`config.mk`:
```
export PLATFORM = sky130hd
export DESIGN_NAME = reg_write_arbiter
export DESIGN_NICKNAME = d
export VERILOG_FILES = /design/src/rtl/reg_arb_pkg.sv /design/src/rtl/rr_picker.sv /design/src/rtl/reg_write_arbiter.sv
export SDC_FILE = /design/constraint.sdc
export NUM_CORES = 1
export LEC_CHECK = 0
export CAP_MARGIN = 20
export CORE_MARGIN = 3
export CORE_UTILIZATION = 45
export CTS_CLUSTER_SIZE = 14
export DETAILED_ROUTE_END_ITERATION = 8
export PLACE_DENSITY_LB_ADDON = 0.2
export SLEW_MARGIN = 40
export SYNTH_ARGS = -nofsm -noshare
export SYNTH_HDL_FRONTEND = slang
export SYNTH_SLANG_ARGS = --single-unit
```
`constraint.sdc`:
```
create_clock -name i_clk -period 6.8 [get_ports i_clk]
set_clock_uncertainty 0.1 [all_clocks]
set_input_delay 0.68 -clock i_clk [delete_from_list [all_inputs] [get_ports i_clk]]
set_output_delay 0.68 -clock i_clk [all_outputs]
set_load 0.01 [all_outputs]
```
`src/rtl/reg_arb_pkg.sv`:
```
// Shared sizing constants for the register-write arbiter and its round-robin picker.
package reg_arb_pkg;
  localparam int NREQ_DEF = 4;
  localparam int NREG_DEF = 8;
  localparam int AW       = $clog2(NREG_DEF);
  localparam int CNT_W    = 8;
  localparam logic [CNT_W-1:0] CNT_MAX = '1;
endpackage

```
`src/rtl/rr_picker.sv`:
```
// Round-robin picker: the first set bit of valid at or above ptr (wrapping) wins, one-hot.
module rr_picker #(
  parameter int N  = 4,
  parameter int PW = $clog2(N)
) (
  input  logic [N-1:0]  valid,
  input  logic [PW-1:0] ptr,
  output logic [N-1:0]  grant,
  output logic [PW-1:0] idx,
  output logic          hit
);
  int j;

  always_comb begin
    grant = '0;
    idx   = '0;
    hit   = 1'b0;
    j     = 0;
    for (int i = 0; i < N; i++) begin
      j = int'(ptr) + i;
      if (j >= N) j = j - N;
      if (!hit && valid[j]) begin
        grant[j] = 1'b1;
        idx      = PW'(j);
        hit      = 1'b1;
      end
    end
  end
endmodule

```
`src/rtl/reg_write_arbiter.sv`:
```
// Round-robin arbiter funnelling per-requester register writes into a single
// one-cycle-latency write port, with per-requester saturating grant counters.
module reg_write_arbiter
  import reg_arb_pkg::*;
#(
  parameter int NREQ = NREQ_DEF,
  parameter int NREG = NREG_DEF,
  localparam int ADDR_W = $clog2(NREG),
  localparam int SW = $clog2(NREQ)
) (
  input  logic                               i_clk,
  input  logic                               i_rst,
  input  logic [NREQ-1:0]                    i_req_valid,
  input  logic [NREQ-1:0][ADDR_W-1:0]        i_req_addr,
  input  logic [NREQ-1:0][31:0]              i_req_data,
  output logic [NREQ-1:0]                    o_req_ready,
  input  logic                               i_stall,
  input  logic                               i_cnt_clr,
  output logic [NREG-1:0]                    o_wr_enable,
  output logic [31:0]                        o_wr_data,
  output logic [SW-1:0]                      o_wr_src,
  output logic [NREQ-1:0][CNT_W-1:0]         o_grant_cnt
);
  // Handshake: requester k transfers in any cycle where i_req_valid[k] and
  // o_req_ready[k] are both high; it must hold valid/addr/data until then.
  // Ready is combinational and at most one-hot; stall or reset forces it low.
  logic [SW-1:0]     ptr;
  logic [NREQ-1:0]   cand;
  logic [NREQ-1:0]   grant;
  logic [SW-1:0]     pick_idx;
  logic              xfer;
  logic [ADDR_W-1:0] win_addr;
  logic [NREG-1:0]   next_en;

  assign cand = (i_stall || i_rst) ? '0 : i_req_valid;

  rr_picker #(.N(NREQ), .PW(SW)) u_picker (
    .valid (cand),
    .ptr   (ptr),
    .grant (grant),
    .idx   (pick_idx),
    .hit   (xfer)
  );

  assign o_req_ready = grant;
  assign win_addr    = i_req_addr[pick_idx];

  // Register 0 is read-only zero: its writes are accepted but never enabled.
  always_comb begin
    next_en = '0;
    if (xfer && (win_addr != '0) && (int'(win_addr) < NREG))
      next_en[win_addr] = 1'b1;
  end

  always_ff @(posedge i_clk or posedge i_rst) begin
    if (i_rst) begin
      ptr         <= '0;
      o_wr_enable <= '0;
      o_wr_data   <= '0;
      o_wr_src    <= '0;
    end else begin
      o_wr_enable <= next_en;
      if (xfer) begin
        o_wr_data <= i_req_data[pick_idx];
        o_wr_src  <= pick_idx;
        if (int'(pick_idx) == NREQ - 1) ptr <= '0;
        else                            ptr <= pick_idx + 1'b1;
      end
    end
  end

  // Clear has priority over a same-cycle increment.
  always_ff @(posedge i_clk or posedge i_rst) begin
    if (i_rst) begin
      o_grant_cnt <= '0;
    end else if (i_cnt_clr) begin
      o_grant_cnt <= '0;
    end else if (xfer && (o_grant_cnt[pick_idx] != CNT_MAX)) begin
      o_grant_cnt[pick_idx] <= o_grant_cnt[pick_idx] + 1'b1;
    end
  end
endmodule

```
==> flow_summary.yaml, run 1 <==
run_status:
  status: "completed"
global_route:
  antenna_found_initial: 0
  grt_pass1_wl_um: 29000
  gr-total-overflow: 0
  grt_max_degree: 77
  grtUsageTotal: 0.284
  grt_pass1_vias: 5454
sta:
  relSlewSlack: 0.462
  worstMarginPinSlew_ps: 807
  finalSetupTns_ps: 0
  min_period_ps: 6140
  rsz0062_at_grt: "no"
  slew_viol_final: 0
  finalCritPeriodShare: 0.903
  setup-violations-final: 0
  fmax_mhz: 163
  finalHoldViolCount: 0
floorplan:
  dieHeight_um: 112
  io_pins: 226
  die_area_um2: 12600
  coreArea_um2: 10900
  start_util: 0.464
  die_w_um: 112
  placementRows: 38
cts:
  cts.clk_slew.worst_paths_ps: 60
  cts_tree: "yes"
  tritoncts.num_buffers: 9
  ctsHoldBuffers: 0
  post_cts_buffers: 0
  worst_skew_pair.late_latency_ps: 330
  clock_sinks: 76
  clk_path_buf_depth: 2
  cts_resized: 0
  cts_htree_levels: 3
  cts_root_buf: "clkbuf_16"
finish:
  n_antenna_cell: 0
  seqCellArea_um2: 1900
  nNetsFinal: 985
  fin_cells: 969
  area_growth_pct: 50.9
  fin_area_um2: 7650
  layout-drive-gt1-share: 0.0495
  n_fill_cell: 891
  multiInputGateArea_um2: 2900
yosys:
  synthesis.nets: 795
  synthCells: 634
  synth_most_common_cell: "nand2_1"
  synth_top_area_share: 0.375
  syn_area_um2: 5070
  ys.flop_type: "dfrtp_1"
  synth.avg_cell_area_um2: 8.00
  synthTopCellsByArea: "dfrtp_1, nand2_1, a21oi_1"
  yosys_warnings: 0
  synth_top_cells_by_count: "nand2_1, a21oi_1, dfrtp_1"
  synthArstFlopShare: 1.00
  synth-seq-cells: 76
  synth-seq-area-share: 0.375
  synth_top_cell_by_area: "dfrtp_1"
  synth_enable_flop_cells: 0
  synth.distinct_cells: 51
route:
  drtAntennaViolNets: 0
  dr.pass1.iters: 5
  wl_per_cell_um: 19.1
  via_count: 5631
  route.detailed.drc: 0
  vias_per_cell: 5.81
  wl_um: 18500
  drt-initial-drc-count: 538
worst_setup_path:
  path_max_fanout: 23
  crit_path_start_kind: "flop"
  crit_arrival_ps: 6260
  crit_type: "flop to flop"
  cp_data_required_time_ps: 6920
  critPathCaptureType: "flop"
power:
  ir_worst_vdd_uv: 200
  p_leak_nw: 3.27
  power.density_nw_per_um2: 344
  total_power_mw: 2.63
place:
  dp_hpwl_um: 13300
  io_buffers: 225
  gp_congestion: 0.936
  place_inst: 953
  placed_area_um2: 7310
min_path:
  min_path_type: "flop to flop"
job:
  maxCapViolations: 0
-- sequential cells by signal, indices dropped and copies added (netlist names) --
register	count
o_wr_src	2
o_wr_enable	8
o_grant_cnt	32
o_wr_data	32
ptr	2
-- placed cells by master, fill, tap and decap left out, types with 2 or more instances in the layout --
master and n:
a211oi_1 2, a21oi_1 84, a222oi_1 4, a311oi_1 12, a31oi_1 3, and2_1 3, and3_1 6, and3b_1 5
buf_4 4, buf_6 2, bufinv_16 2, clkbuf_16 9, clkdlybuf4s50_1 224, clkinv_4 2, dfrtp_1 76, ha_1 13
inv_1 8, inv_2 2, mux2_2 3, mux2i_1 38, nand2_1 142, nand2b_1 4, nand3_1 29, nor2_1 11
nor3_1 26, nor3b_1 5, nor4_1 14, o2111a_1 2, o211ai_1 2, o21ai_0 52, o21ai_1 5, o31a_1 4
or2_2 4, xor2_1 2
-- where the power goes --
group	leakage [nW]	internal [mW]	switching (mW)	total (mW)
logic	2.12	0.613	0.798	1.41
registers	0.990	0.579	0.110	0.689
clock network	0.161	0.335	0.196	0.531
total	3.27	1.53	1.10	2.63
-- cell families (layout without fill, tap and decap cells) --
| logic type | Yosys count | count (layout) | synth area share |
|---|---|---|---|
| DFF | 76 | 76 | 0.375 |
| muxes | 43 | 43 | 0.0883 |
| and+or+nand+nor | 258 | 258 | 0.239 |
| buffers and inverters | 63 | 258 | 0.0592 |
| other | 1 | 1 | 0.000739 |
| adders and majority gates | 13 | 13 | 0.0321 |
| AOI/OAI and AO/OA | 177 | 177 | 0.201 |
| xor gates and xnor gates | 3 | 3 | 0.00518 |
-- worst paths after layout --
| check | startpoint | to | slack, ps | depth (start not counted) |
|---|---|---|---|---|
| max reg2reg | ptr[0]$_DFFE_PP0P_ | o_grant_cnt[23]$_DFFE_PP0P_ | 660 | 16 |
| max | ptr[0]$_DFFE_PP0P_ | o_grant_cnt[23]$_DFFE_PP0P_ | 660 | 16 |
| max in group asynchronous | i_rst | o_grant_cnt[24]$_DFFE_PP0P_ | 5290 | 3 |
| min reg2reg | o_wr_src[0]$_DFFE_PP0P_ | o_wr_src[0]$_DFFE_PP0P_ | 380 | 2 |
| min | o_wr_src[0]$_DFFE_PP0P_ | o_wr_src[0]$_DFFE_PP0P_ | 380 | 2 |
| min in group asynchronous | i_rst | o_wr_enable[5]$_DFF_PP0_ | 810 | 3 |
-- stage by stage --
stage / setup slack, ps / hold WS, ps / util
detailed placement: 799 / 368 / 0.669
global route: 206 / 414 / 0.700
global placement: 1090 / 361 / 0.667
CTS: 747 / 388 / 0.699
finish: 659 / 383 / 0.700
floorplan: 2190 / 415 / -
-- routing by layer --
metal	GRT usage	up-vias	share of wire
met3	0.0615	30	0.083
li1	-	2635	-
met5	0	-	0
met2	0.482	309	0.50
met1	0.370	2657	0.39
met4	0.0745	0	0.023
-- layout make-up --
| type | count | share of cell area |
|---|---|---|
| clock buffers | 10 | 0.0312 |
| repair buffers | 231 | 0.300 |
| multi-input cells | 495 | 0.379 |
| well taps | 140 | 0.0229 |
| clock inverters | 6 | 0.0126 |
| inverters | 11 | 0.00539 |
| flip-flops and latches | 76 | 0.248 |
-- critical path, cell delays in order (launching register included) --
cell and delay [ps]:
dfrtp_1 720, inv_1 460, ha_1 530, and3b_1 230, o211ai_1 320, nand2_1 230, o22ai_4 570, clkinv_1 460
mux2i_1 250, mux2_2 230, inv_1 50, ha_1 240, o221ai_1 170, o31a_1 680, buf_4 380, a21oi_1 110
a311oi_1 280
Note: power is estimated with default switching activity, not from simulation.
==> run 2, diff against run 1 <==
Settings changed: GPL_ROUTABILITY_DRIVEN set to 0.
==> flow_summary.yaml, run 2 (synthesis gave the netlist of run 1 again) <==
cts:
  ctsHoldBuffers: 0
  cts_tree: "yes"
  cts.clk_slew.worst_paths_ps: 60
  cts_resized: 0
  clk_path_buf_depth: 2
  tritoncts.num_buffers: 9
  worst_skew_pair.late_latency_ps: 340
  clock_sinks: 76
  cts_htree_levels: 3
  cts_root_buf: "clkbuf_16"
  post_cts_buffers: 0
route:
  dr.pass1.iters: 7
  route.detailed.drc: 0
  wl_um: 18200
  vias_per_cell: 5.79
  via_count: 5615
  wl_per_cell_um: 18.7
  drt-initial-drc-count: 514
  drtAntennaViolNets: 0
finish:
  nNetsFinal: 985
  n_antenna_cell: 0
  top_regs: "o_grant_cnt (32), o_wr_data (32), o_wr_enable (8)"
  fin_cells: 969
  layout-drive-gt1-share: 0.0458
  area_growth_pct: 50.6
  final_cell_mix: "clkdlybuf4s50_1, nand2_1, a21oi_1"
  final_common_cell: "clkdlybuf4s50_1"
sta:
  fin_ws_ps: 792
  rsz0062_at_grt: "no"
  finalCritPeriodShare: 0.884
  hold_slack_ps: 387
  finalHoldViolCount: 0
  slew_viol_final: 0
  fmax_mhz: 166
  worstMarginPinSlew_ps: 819
  setup-violations-final: 0
  finalSetupTns_ps: 0
  min_period_ps: 6010
  relSlewSlack: 0.454
floorplan:
  coreArea_um2: 10900
  start_util: 0.464
  die_area_um2: 12600
  placementRows: 38
  io_pins: 226
  die_w_um: 112
  dieHeight_um: 112
global_route:
  grt_pass1_wl_um: 28600
  grtUsageTotal: 0.279
  antenna_found_initial: 0
  grt_pass1_vias: 5453
  grt_max_degree: 77
  gr-total-overflow: 0
run_status:
  status: "completed"
place:
  io_buffers: 225
  pre_cts_ws_ps: 954
  place_inst: 953
  dp_hpwl_um: 13400
worst_setup_path:
  reg2reg_depth: 16
  path_max_fanout: 23
  crit_type: "flop to flop"
  cp_data_required_time_ps: 6930
  critPathCaptureType: "flop"
  crit_arrival_ps: 6140
  crit_path_start_kind: "flop"
min_path:
  min_path_type: "flop to flop"
  whs_path_depth: 2
power:
  ir_worst_vdd_uv: 185
  power.density_nw_per_um2: 341
  p_leak_nw: 3.27
job:
  maxCapViolations: 0
==> run 2: cell types whose count changed in the layout (fill, tap and decap cells not counted) <==
cell and delta:
clkbuf_1 +3, clkinv_4 -2, clkinvlp_4 -1, inv_6 +1, inv_8 -1
==> run 2: through the flow <==
stage,power [mW],util,area (um^2)
floorplan,1.50,-,5070
global placement,2.03,0.667,7300
detailed placement,2.08,0.669,7310
CTS,2.60,0.698,7630
global route,2.78,0.698,7640
finish,2.61,0.698,7640
==> run 2: area by class of cell <==
type	instances	area (um^2)
clock buffers	13	250
multi-input cells	495	2900
inverters	11	41.3
well taps	140	175
clock inverters	3	68.8
fillers	875	3300
repair buffers	231	2300
flip-flops and latches	76	1900
==> run 2: path summary, 6_finish.rpt <==
check	from	endpoint	slack, ps
max	ptr[0]$_DFFE_PP0P_	o_grant_cnt[7]$_DFFE_PP0P_	790
min in group asynchronous	i_rst	ptr[0]$_DFFE_PP0P_	820
max reg2reg	ptr[0]$_DFFE_PP0P_	o_grant_cnt[7]$_DFFE_PP0P_	790
min reg2reg	o_wr_data[17]$_DFFE_PP0P_	o_wr_data[17]$_DFFE_PP0P_	390
min	o_wr_data[17]$_DFFE_PP0P_	o_wr_data[17]$_DFFE_PP0P_	390
max in group asynchronous	i_rst	o_grant_cnt[20]$_DFFE_PP0P_	5320
==> run 2: routing by layer <==
| layer | vias up | wire (um) | track usage |
|---|---|---|---|
| li1 | 2634 | - | - |
| met1 | 2664 | 7120 | 0.362 |
| met2 | 284 | 9040 | 0.461 |
| met3 | 33 | 1560 | 0.0749 |
| met4 | 0 | 431 | 0.0793 |
| met5 | - | 0 | 0 |
==> run 2: power by group <==
part           switching, mW  internal [mW]  total, mW  leakage, nW
sequential             0.109          0.580      0.688        0.990
clock                  0.184          0.333      0.517        0.154
combinational          0.790          0.612       1.40         2.12
==> run 2: worst max-delay path: stages, from the launching register on <==
cell and delay [ps]:
dfrtp_1 720, inv_1 450, ha_1 530, and3b_1 230, o211ai_1 310, nand2_1 230, o22ai_4 540, clkinv_1 450
mux2i_1 250, mux2_2 230, inv_1 50, ha_1 230, o221ai_1 150, o31a_1 640, buf_4 380, a21oi_1 100
a311oi_1 280
